$ cat src/rtl/mem_arb_pkg.sv
// mem_arb_pkg
// Shared definitions for the instruction/data memory arbiter.
//   - FSM state encodings (IDLE, ACCESS, WAIT, RESP)
//   - owner encodings (OWN_IF = fetch port, OWN_DM = data port)
//   - cnt_width(): width of the read-latency wait counter
package mem_arb_pkg;

  typedef logic [1:0] state_t;

  localparam state_t IDLE   = 2'd0;
  localparam state_t ACCESS = 2'd1;
  localparam state_t WAIT   = 2'd2;
  localparam state_t RESP   = 2'd3;

  localparam logic OWN_IF = 1'b0;
  localparam logic OWN_DM = 1'b1;

  // The counter is loaded with RD_LATENCY-1, so clog2(RD_LATENCY) bits are
  // enough; a latency of 1 still needs a 1-bit counter to exist.
  function automatic int cnt_width(input int rd_latency);
    int w;
    w = $clog2(rd_latency);
    return (w < 1) ? 1 : w;
  endfunction

endpackage

$ cat src/rtl/mem_arb_if.sv
// mem_arb_if
// Bundles the fetch port, data port and RAM-side signals of the arbiter.
//   Fetch port : if_req, if_addr -> if_rdata, if_ack
//   Data port  : dm_req, dm_we, dm_addr, dm_wdata -> dm_rdata, dm_ack
//   RAM side   : mem_ce, mem_we, mem_addr, mem_wdata <- mem_rdata
// Modports:
//   slave  - the arbiter's view (takes requests, drives the RAM)
//   master - the surroundings' view (CPU ports plus the RAM read data)
interface mem_arb_if #(
  parameter int ADDR_W = 32,
  parameter int DATA_W = 32
);

  logic              if_req;
  logic [ADDR_W-1:0] if_addr;
  logic [DATA_W-1:0] if_rdata;
  logic              if_ack;

  logic              dm_req;
  logic              dm_we;
  logic [ADDR_W-1:0] dm_addr;
  logic [DATA_W-1:0] dm_wdata;
  logic [DATA_W-1:0] dm_rdata;
  logic              dm_ack;

  logic              mem_ce;
  logic              mem_we;
  logic [ADDR_W-1:0] mem_addr;
  logic [DATA_W-1:0] mem_wdata;
  logic [DATA_W-1:0] mem_rdata;

  modport slave (
    input  if_req, if_addr, dm_req, dm_we, dm_addr, dm_wdata, mem_rdata,
    output if_rdata, if_ack, dm_rdata, dm_ack,
           mem_ce, mem_we, mem_addr, mem_wdata
  );

  modport master (
    output if_req, if_addr, dm_req, dm_we, dm_addr, dm_wdata, mem_rdata,
    input  if_rdata, if_ack, dm_rdata, dm_ack,
           mem_ce, mem_we, mem_addr, mem_wdata
  );

endinterface

$ cat src/rtl/mem_arbiter_rr.sv
// rr_arbiter2
// Combinational two-way round-robin pick.
//   req[0]    : fetch port request  (OWN_IF)
//   req[1]    : data port request   (OWN_DM)
//   last      : owner of the previous grant
//   gnt_valid : at least one request is pending
//   gnt_id    : chosen owner
module rr_arbiter2
  import mem_arb_pkg::*;
(
  input  logic [1:0] req,
  input  logic       last,
  output logic       gnt_valid,
  output logic       gnt_id
);

  // A lone requester always wins; on a tie the port that did not win last
  // time gets the grant, which makes dual traffic strictly alternate.
  always_comb begin
    gnt_valid = |req;
    gnt_id    = OWN_IF;
    case (req)
      2'b01:   gnt_id = OWN_IF;
      2'b10:   gnt_id = OWN_DM;
      2'b11:   gnt_id = ~last;
      default: gnt_id = OWN_IF;
    endcase
  end

endmodule

$ cat src/rtl/mem_arbiter.sv
// mem_arbiter
// Shares one single-port synchronous RAM between the CPU fetch port and the
// data port. One transaction at a time: IDLE -> ACCESS -> (WAIT) -> RESP.
// Ports:
//   clk  - system clock, rising edge
//   rst  - synchronous active-high reset
//   bus  - mem_arb_if.slave: fetch port, data port and RAM control/data
// All outputs are registered. Address/data are latched at grant time, so a
// requester changing them (or dropping req) mid-transaction has no effect.
module mem_arbiter
  import mem_arb_pkg::*;
#(
  parameter int ADDR_W     = 32,
  parameter int DATA_W     = 32,
  parameter int RD_LATENCY = 1
) (
  input  logic       clk,
  input  logic       rst,
  mem_arb_if.slave   bus
);

  localparam int CNT_W = cnt_width(RD_LATENCY);

  state_t            state;
  logic              owner;
  logic              last_grant;
  logic [CNT_W-1:0]  cnt;

  logic              gnt_valid;
  logic              gnt_id;
  logic [ADDR_W-1:0] sel_addr;
  logic [DATA_W-1:0] sel_wdata;
  logic              sel_we;

  rr_arbiter2 u_rr (
    .req       ({bus.dm_req, bus.if_req}),
    .last      (last_grant),
    .gnt_valid (gnt_valid),
    .gnt_id    (gnt_id)
  );

  // Request fields of whichever port the round-robin picked; only the data
  // port can write, so fetch grants always present a read with zero data.
  always_comb begin
    sel_addr  = bus.if_addr;
    sel_wdata = '0;
    sel_we    = 1'b0;
    if (gnt_id == OWN_DM) begin
      sel_addr  = bus.dm_addr;
      sel_wdata = bus.dm_wdata;
      sel_we    = bus.dm_we;
    end
  end

  // Transaction FSM plus every registered output. mem_ce/mem_we are only
  // high during ACCESS; mem_addr/mem_wdata keep their last value otherwise.
  // Acks are set on entry to RESP and cleared on leaving it, giving a
  // one-cycle pulse. Arbitration only happens in IDLE, so a port acked in
  // RESP always gets a chance to drop req before it can be granted again.
  always_ff @(posedge clk) begin
    if (rst) begin
      state         <= IDLE;
      owner         <= OWN_IF;
      last_grant    <= OWN_DM;
      cnt           <= '0;
      bus.mem_ce    <= 1'b0;
      bus.mem_we    <= 1'b0;
      bus.mem_addr  <= '0;
      bus.mem_wdata <= '0;
      bus.if_ack    <= 1'b0;
      bus.dm_ack    <= 1'b0;
      bus.if_rdata  <= '0;
      bus.dm_rdata  <= '0;
    end else begin
      case (state)
        IDLE: begin
          if (gnt_valid) begin
            owner         <= gnt_id;
            last_grant    <= gnt_id;
            bus.mem_addr  <= sel_addr;
            bus.mem_wdata <= sel_wdata;
            bus.mem_we    <= sel_we;
            bus.mem_ce    <= 1'b1;
            state         <= ACCESS;
          end
        end

        ACCESS: begin
          bus.mem_ce <= 1'b0;
          bus.mem_we <= 1'b0;
          if (bus.mem_we) begin
            if (owner == OWN_DM) bus.dm_ack <= 1'b1;
            else                 bus.if_ack <= 1'b1;
            state <= RESP;
          end else begin
            cnt   <= CNT_W'(RD_LATENCY - 1);
            state <= WAIT;
          end
        end

        WAIT: begin
          if (cnt == '0) begin
            if (owner == OWN_DM) begin
              bus.dm_rdata <= bus.mem_rdata;
              bus.dm_ack   <= 1'b1;
            end else begin
              bus.if_rdata <= bus.mem_rdata;
              bus.if_ack   <= 1'b1;
            end
            state <= RESP;
          end else begin
            cnt <= cnt - 1'b1;
          end
        end

        RESP: begin
          bus.if_ack <= 1'b0;
          bus.dm_ack <= 1'b0;
          state      <= IDLE;
        end

        default: state <= IDLE;
      endcase
    end
  end

endmodule

$ cat src/flat_wrapper.sv
// flat-port wrapper written by rule: the top's interface ports become plain ports
module mem_arbiter_flat import mem_arb_pkg::*;
#(
  parameter int ADDR_W     = 32,
  parameter int DATA_W     = 32,
  parameter int RD_LATENCY = 1
)
  (clk, rst, bus_if_req, bus_if_addr, bus_dm_req, bus_dm_we, bus_dm_addr, bus_dm_wdata, bus_mem_rdata, bus_if_rdata, bus_if_ack, bus_dm_rdata, bus_dm_ack, bus_mem_ce, bus_mem_we, bus_mem_addr, bus_mem_wdata);
  mem_arb_if #(.ADDR_W(ADDR_W), .DATA_W(DATA_W)) bus_i ();
  input  logic clk;
  input  logic rst;
  input wire logic [$bits(bus_i.if_req)-1:0] bus_if_req;
  input wire logic [$bits(bus_i.if_addr)-1:0] bus_if_addr;
  input wire logic [$bits(bus_i.dm_req)-1:0] bus_dm_req;
  input wire logic [$bits(bus_i.dm_we)-1:0] bus_dm_we;
  input wire logic [$bits(bus_i.dm_addr)-1:0] bus_dm_addr;
  input wire logic [$bits(bus_i.dm_wdata)-1:0] bus_dm_wdata;
  input wire logic [$bits(bus_i.mem_rdata)-1:0] bus_mem_rdata;
  output wire logic [$bits(bus_i.if_rdata)-1:0] bus_if_rdata;
  output wire logic [$bits(bus_i.if_ack)-1:0] bus_if_ack;
  output wire logic [$bits(bus_i.dm_rdata)-1:0] bus_dm_rdata;
  output wire logic [$bits(bus_i.dm_ack)-1:0] bus_dm_ack;
  output wire logic [$bits(bus_i.mem_ce)-1:0] bus_mem_ce;
  output wire logic [$bits(bus_i.mem_we)-1:0] bus_mem_we;
  output wire logic [$bits(bus_i.mem_addr)-1:0] bus_mem_addr;
  output wire logic [$bits(bus_i.mem_wdata)-1:0] bus_mem_wdata;
  assign bus_i.if_req = bus_if_req;
  assign bus_i.if_addr = bus_if_addr;
  assign bus_i.dm_req = bus_dm_req;
  assign bus_i.dm_we = bus_dm_we;
  assign bus_i.dm_addr = bus_dm_addr;
  assign bus_i.dm_wdata = bus_dm_wdata;
  assign bus_i.mem_rdata = bus_mem_rdata;
  assign bus_if_rdata = bus_i.if_rdata;
  assign bus_if_ack = bus_i.if_ack;
  assign bus_dm_rdata = bus_i.dm_rdata;
  assign bus_dm_ack = bus_i.dm_ack;
  assign bus_mem_ce = bus_i.mem_ce;
  assign bus_mem_we = bus_i.mem_we;
  assign bus_mem_addr = bus_i.mem_addr;
  assign bus_mem_wdata = bus_i.mem_wdata;
  mem_arbiter #(.ADDR_W(ADDR_W), .DATA_W(DATA_W), .RD_LATENCY(RD_LATENCY)) u_core (.clk(clk), .rst(rst), .bus(bus_i));
endmodule
$ cat config.mk
export PLATFORM = sky130hd
export DESIGN_NAME = mem_arbiter_flat
export DESIGN_NICKNAME = d
export VERILOG_FILES = /design/src/rtl/mem_arb_pkg.sv /design/src/rtl/mem_arb_if.sv /design/src/rtl/mem_arbiter_rr.sv /design/src/rtl/mem_arbiter.sv /design/src/flat_wrapper.sv
export SDC_FILE = /design/constraint.sdc
export NUM_CORES = 1
export LEC_CHECK = 0
export ABC_CLOCK_PERIOD_IN_PS = 2700
export BUFFER_PORTS_ARGS = -buffer_cell sky130_fd_sc_hd__buf_2
export CAP_MARGIN = 40
export CORE_MARGIN = 5
export CORE_UTILIZATION = 48
export CTS_CLUSTER_DIAMETER = 100
export DETAILED_ROUTE_END_ITERATION = 8
export GPL_ROUTABILITY_DRIVEN = 0
export GPL_TIMING_DRIVEN = 0
export PLACE_DENSITY = 0.95
export SKIP_LAST_GASP = 1
export SYNTH_ARGS = -nofsm -noshare
export SYNTH_HDL_FRONTEND = slang
export SYNTH_SLANG_ARGS = --single-unit
$ cat constraint.sdc
create_clock -name clk -period 2.7 [get_ports clk]
set_clock_uncertainty 0.05 [all_clocks]
set_input_delay 0.405 -clock clk [delete_from_list [all_inputs] [get_ports clk]]
set_output_delay 0.405 -clock clk [all_outputs]
set_load 0.02 [all_outputs]
== Word-level counts from Yosys, hierarchy flattened ==
Cells that the tools add are included.
W data, S select, Z words.
Word-level totals
  RAM bits: 0
  memories: 0
  bits in latches: 0
  logic and storage cells: 60
  flip-flop bits (word level): 137
  bits in read-only memories: 0
Operators by class
  divide/modulo/power cells: 0
  bitwise gates (word level): 3
  multiplexer cells: 23
  $mul: 0
  magnitude comparators: 0
  shifts and indexed selects: 0
  equal/unequal tests: 9
  reduce and logical (&&, ||, !) cells: 12
  $add $sub $neg: 1
Operators with widths (count)
  $mux W32: 2
  $mux W1: 12
  $reduce_and A3 Y1: 3
  $eq A2 B2 Y1 const B: 4
  $pmux W1 S2: 4
  $pmux W2 S4: 1
  $reduce_and A2 Y1: 4
  $pmux W1 S3: 2
  $mux W2: 2
  $ne A2 B1 Y1 const B: 2
  $ne A2 B2 Y1 const B: 2
  $reduce_bool A2 Y1: 2
  $not A1 Y1: 3
  $reduce_bool A3 Y1: 1
  $eq A2 B1 Y1 const B: 1
  $logic_not A2 Y1: 1
  $reduce_or A2 Y1: 1
  $sub A1 B1 Y1 const B: 1

== Longest topological paths before layout ==
  word-level depth: 5
  gate-level depth with buffers: 7
  gate-level depth less buffers: 5

== Cells and area by module ==
Synthesis repeated with hierarchy kept, for this count alone.
Second synthesis, totals
  cell total of the unflattened synthesis: 612
  area, all modules: 5308.8 um^2
By module, submodules not included
  mem_arbiter: area each 5295.1 um^2, instances 1, cells each 610
  rr_arbiter2: area each 13.8 um^2, instances 1, cells each 2

== Worst setup path before layout ==
No wires, ideal clock.
  path kind: reg-to-reg
  from: reg u_core.state[0]
  to: reg u_core.state[0]
  arrival time: 1.421 ns
  stages on the path, launching flop included: 6
  data required time: 2.564 ns
  path buffers: 0
  setup slack: 1.143 ns
  setup time: 0.086 ns
  cells stage by stage: dfxtp_1 > inv_1 > ha_1 > nor3b_1 > a2111oi_0 > a211oi_1
Between the ends
  longest elaborated chain between the ends: 3
Ends and longest elaborated chain
  start: declaration: line mem_arbiter.sv:24  | state_t state;
  start signal: assignment: line mem_arbiter.sv:62  | state <= IDLE;
  start signal: assignment: line mem_arbiter.sv:84  | state <= ACCESS;
  start signal: assignment: line mem_arbiter.sv:94  | state <= RESP;
  $eq A2 B2 Y1 / $logic_not A2 Y1 (equally long branches): line mem_arbiter.sv:75  | case (state)
  $ne A2 B2 Y1 (no source line) / $ne A2 B1 Y1 (equally long branches)
  $reduce_and A2 Y1 (no source line)
Parallel ways exist; a longest one is shown, timed or not.
A chain may end at the register's enable or synchronous reset.

== Worst setup path after layout ==
  from: reg u_core.state[1]
  to: reg u_core.bus.mem_wdata[11] in the netlist's numbering
Between the ends
  longest elaborated chain between the ends: 2
Ends and longest elaborated chain
  $logic_not A2 Y1: line mem_arbiter.sv:75
  $reduce_and A2 Y1 (no source line)
  end signal: assignment: line mem_arbiter.sv:81  | bus.mem_wdata <= sel_wdata;
  end: declaration: line mem_arb_if.sv:35  | mem_ce, mem_we, mem_addr, mem_wdata
Every way passes these cells.

==> impl_results.md <==
* Unrepaired setup endpoints after global routing: no
* First-pass detailed-route iteration total at 5
* Avg Cell Area, Syn at 8.56 sq um
* Largest net degree at the start of global routing at 17
* Num rows at 37
* Simple-Gate Fraction of Synth Area at 15.2%
* Final period util at 73.6%
* Max Slew Vio Count at 0
* Vias in the first global route at 5157
* Commonest non-fill, non-tap cells in the layout: buf_2, nand2_1, dfxtp_1, a21oi_1, a22o_1
* Diode count at 0
* Cell area after synthesis at 4920 sq um
* Cell leakage power at 3.36 nW
* CTS Buf Count at 17
* Critical path required time at 3.11 ns
* Net Count, Synth at 713
* Crit path arrival time at 2.39 ns
* Final #Nets at 996
* CP Launch Type: flop
* Dominant cell type by area after synthesis: dfxtp_1
* Hold bufs inserted after CTS at 0
* Sequential-to-total area share from yosys stat at 55.3%
* Die H at 111 um
* Cells along the critical path: inv_1, ha_1, o21a_1, nor2_1, buf_2, a22o_1
* Area of the core at 10200 sq um
* Pwr/cell area at 1020 nW/um^2
* Cells on worst reg2reg path at 6
* Synth cell types at 30
* Slew margin rel. at 56.2%
* Largest cells by area after synthesis: dfxtp_1, nand2_1, a21oi_1
* Postcts setup bufs at 0
* EDFF count, synth at 0
* Flop and latch count out of synthesis at 136
* CTS tree: yes
* Tot GR Track Use at 24.5%
* Largest family of logic cells by synthesized area: compound AO/OA/AOI/OAI gates
* Port bufs at 264
* Final setup viols at 0
* CTS Sinks at 136
* Fmax at 503 MHz
* Critical path class: reg -> reg
* Dpl hpwl at 11.6 mm
* Vias/cell at 5.19
* Fin Setup TNS at 0 ns
* Initial antenna violation count at 0
* Top_reg_cell synth: dfxtp_1
* Grt ovf at 0
* Critical Path End Type: flop
* Leading cell type in the layout, fill and taps excluded: buf_2
* Crit path max fanout at 10
* Post-Route WL at 15.4 mm
* Post-layout minimum cycle time at 1.99 ns
* DR WL/cell at 15.3 um
* Die area at 12400 sq um
* Slowest stage delay, CP at 0.39 ns
* Worst-Skew Late Latency at 0.52 ns
* Syn Inst Count at 575
* Outcome: finished, final reports clean
* Post-Synth XOR/XNOR Area at 0%
* Synth Area in Compound Gates at 23.6%
* # IOs at 265
* Initial DRC count at 334
* Worst Max-Slew Pin Slew at 0.655 ns
* Adder-Cell Fraction of Synth Area at 1.27%
* Clock root cell: clkbuf_8
* Final hold violation count at 0
* Yosys top cell area share at 55.3%
* Asr flop ratio synth at 0%
* HP Class: in -> reg
* Layout cell share with drive strength beyond 1 at 36.2%
* Hold Path Depth at 2
* Area Overhead vs Synth at 41.8%
* H-tree levels at 4
* Die width at 111 um
* First-pass GRT wire length at 24.7 mm
* Max Cap Viol at 0
* Tot Pwr at 7.09 mW
* Drt drc at 0
* Post-DRT Antenna Nets at 0
* Vias at 5229
* Synth warnings at 0
* Clock Pin Slew Worst Setup and Hold Paths at 0.06 ns
* # resized after CTS at 0
* Multiplexer share of the synthesized area at 0.203%
* CTS max path bufs at 2
* Starting Density at 48.3%
* Worst VDD drop at 517 uV
* Crit-path slowest cell: nor2_1
[layout make-up]
cell class | instances | area [sq um]
Fill cell | 826 | 3200
Clock inverter | 14 | 149
Tap cell | 136 | 170
Sequential cell | 136 | 2720
Clock buffer | 18 | 418
Inverter | 6 | 22.5
Multi-Input combinational cell | 389 | 1980
Buffer | 44 | 195
Timing Repair Buffer | 264 | 1320
[cell families after synthesis]
kind of cell    after synthesis
flops                       136
fa+ha+maj                     5
mux                           1
simple gates                194
compound gates              189
buf+inv                      50
[sequential cells by signal, indices dropped and copies added (netlist names)]
signal / flops
u_core.bus.mem_ce: 1
u_core.bus.dm_rdata: 32
u_core.bus.if_ack: 1
u_core.last_grant: 1
u_core.bus.mem_wdata: 32
u_core.bus.mem_addr: 32
u_core.bus.if_rdata: 32
u_core.bus.mem_we: 1
u_core.bus.dm_ack: 1
u_core.state: 2
u_core.owner: 1
[stage by stage]
stage                     setup WS (ns)  instance area, sq um  instances  util, %  hold WS, ns
final                             0.713                  6980       1007     68.5       0.0472
after global placement            0.767                  6410        975     63.0        0.389
after floorplan                    1.14                  4920        575        -        0.468
after CTS                         0.670                  6980       1007     68.5       0.0202
after detailed placement          0.686                  6410        975     63.0        0.394
after global routing              0.529                  6980       1007     68.5       0.0261
[layer usage]
metal | wire length (um) | global-route usage, % | vias to the layer above
li1 | - | - | 2533
met1 | 5940 | 27.8 | 2399
met2 | 7630 | 41.9 | 251
met3 | 1350 | 8.46 | 46
met4 | 445 | 10.4 | 0
met5 | 0 | 0 | -
[cells in the mapped netlist (3+ instances only)]
library cell and count:
a211oi_1 22, nand2_1 162, o21ai_0 13, ha_1 5, a22o_1 32, buf_2 15, a21oi_1 109, clkbuf_1 25
nor2_1 25, inv_1 6, dfxtp_1 136, buf_4 3
[worst max-delay path: cells and delay by family (launching register included)]
family,cells,cell delay (ns)
AND/OR/NAND/NOR,1,0.39
flip-flops,1,0.38
buffers and inverters,2,0.42
AO/OA/AOI/OAI,2,0.40
adder cells (fa/ha/maj),1,0.29
[where the power goes]
group,leakage (nW),switching [mW],internal [mW]
combinational,1.98,1.50,0.786
sequential,1.11,0.204,2.39
clock,0.268,0.890,1.32
total,3.36,2.59,4.50
[final timing paths]
check                                                 to  slack, ns               startpoint
worst max-delay path            u_core.bus.mem_wdata[11]       0.71          u_core.state[1]
worst max register to register  u_core.bus.mem_wdata[11]       0.71          u_core.state[1]
worst min register to register   u_core.bus.if_rdata[14]       0.40  u_core.bus.if_rdata[14]
worst min-delay path             u_core.bus.mem_wdata[4]       0.05          bus_dm_wdata[4]
Note: power is estimated with default switching activity, not from simulation.
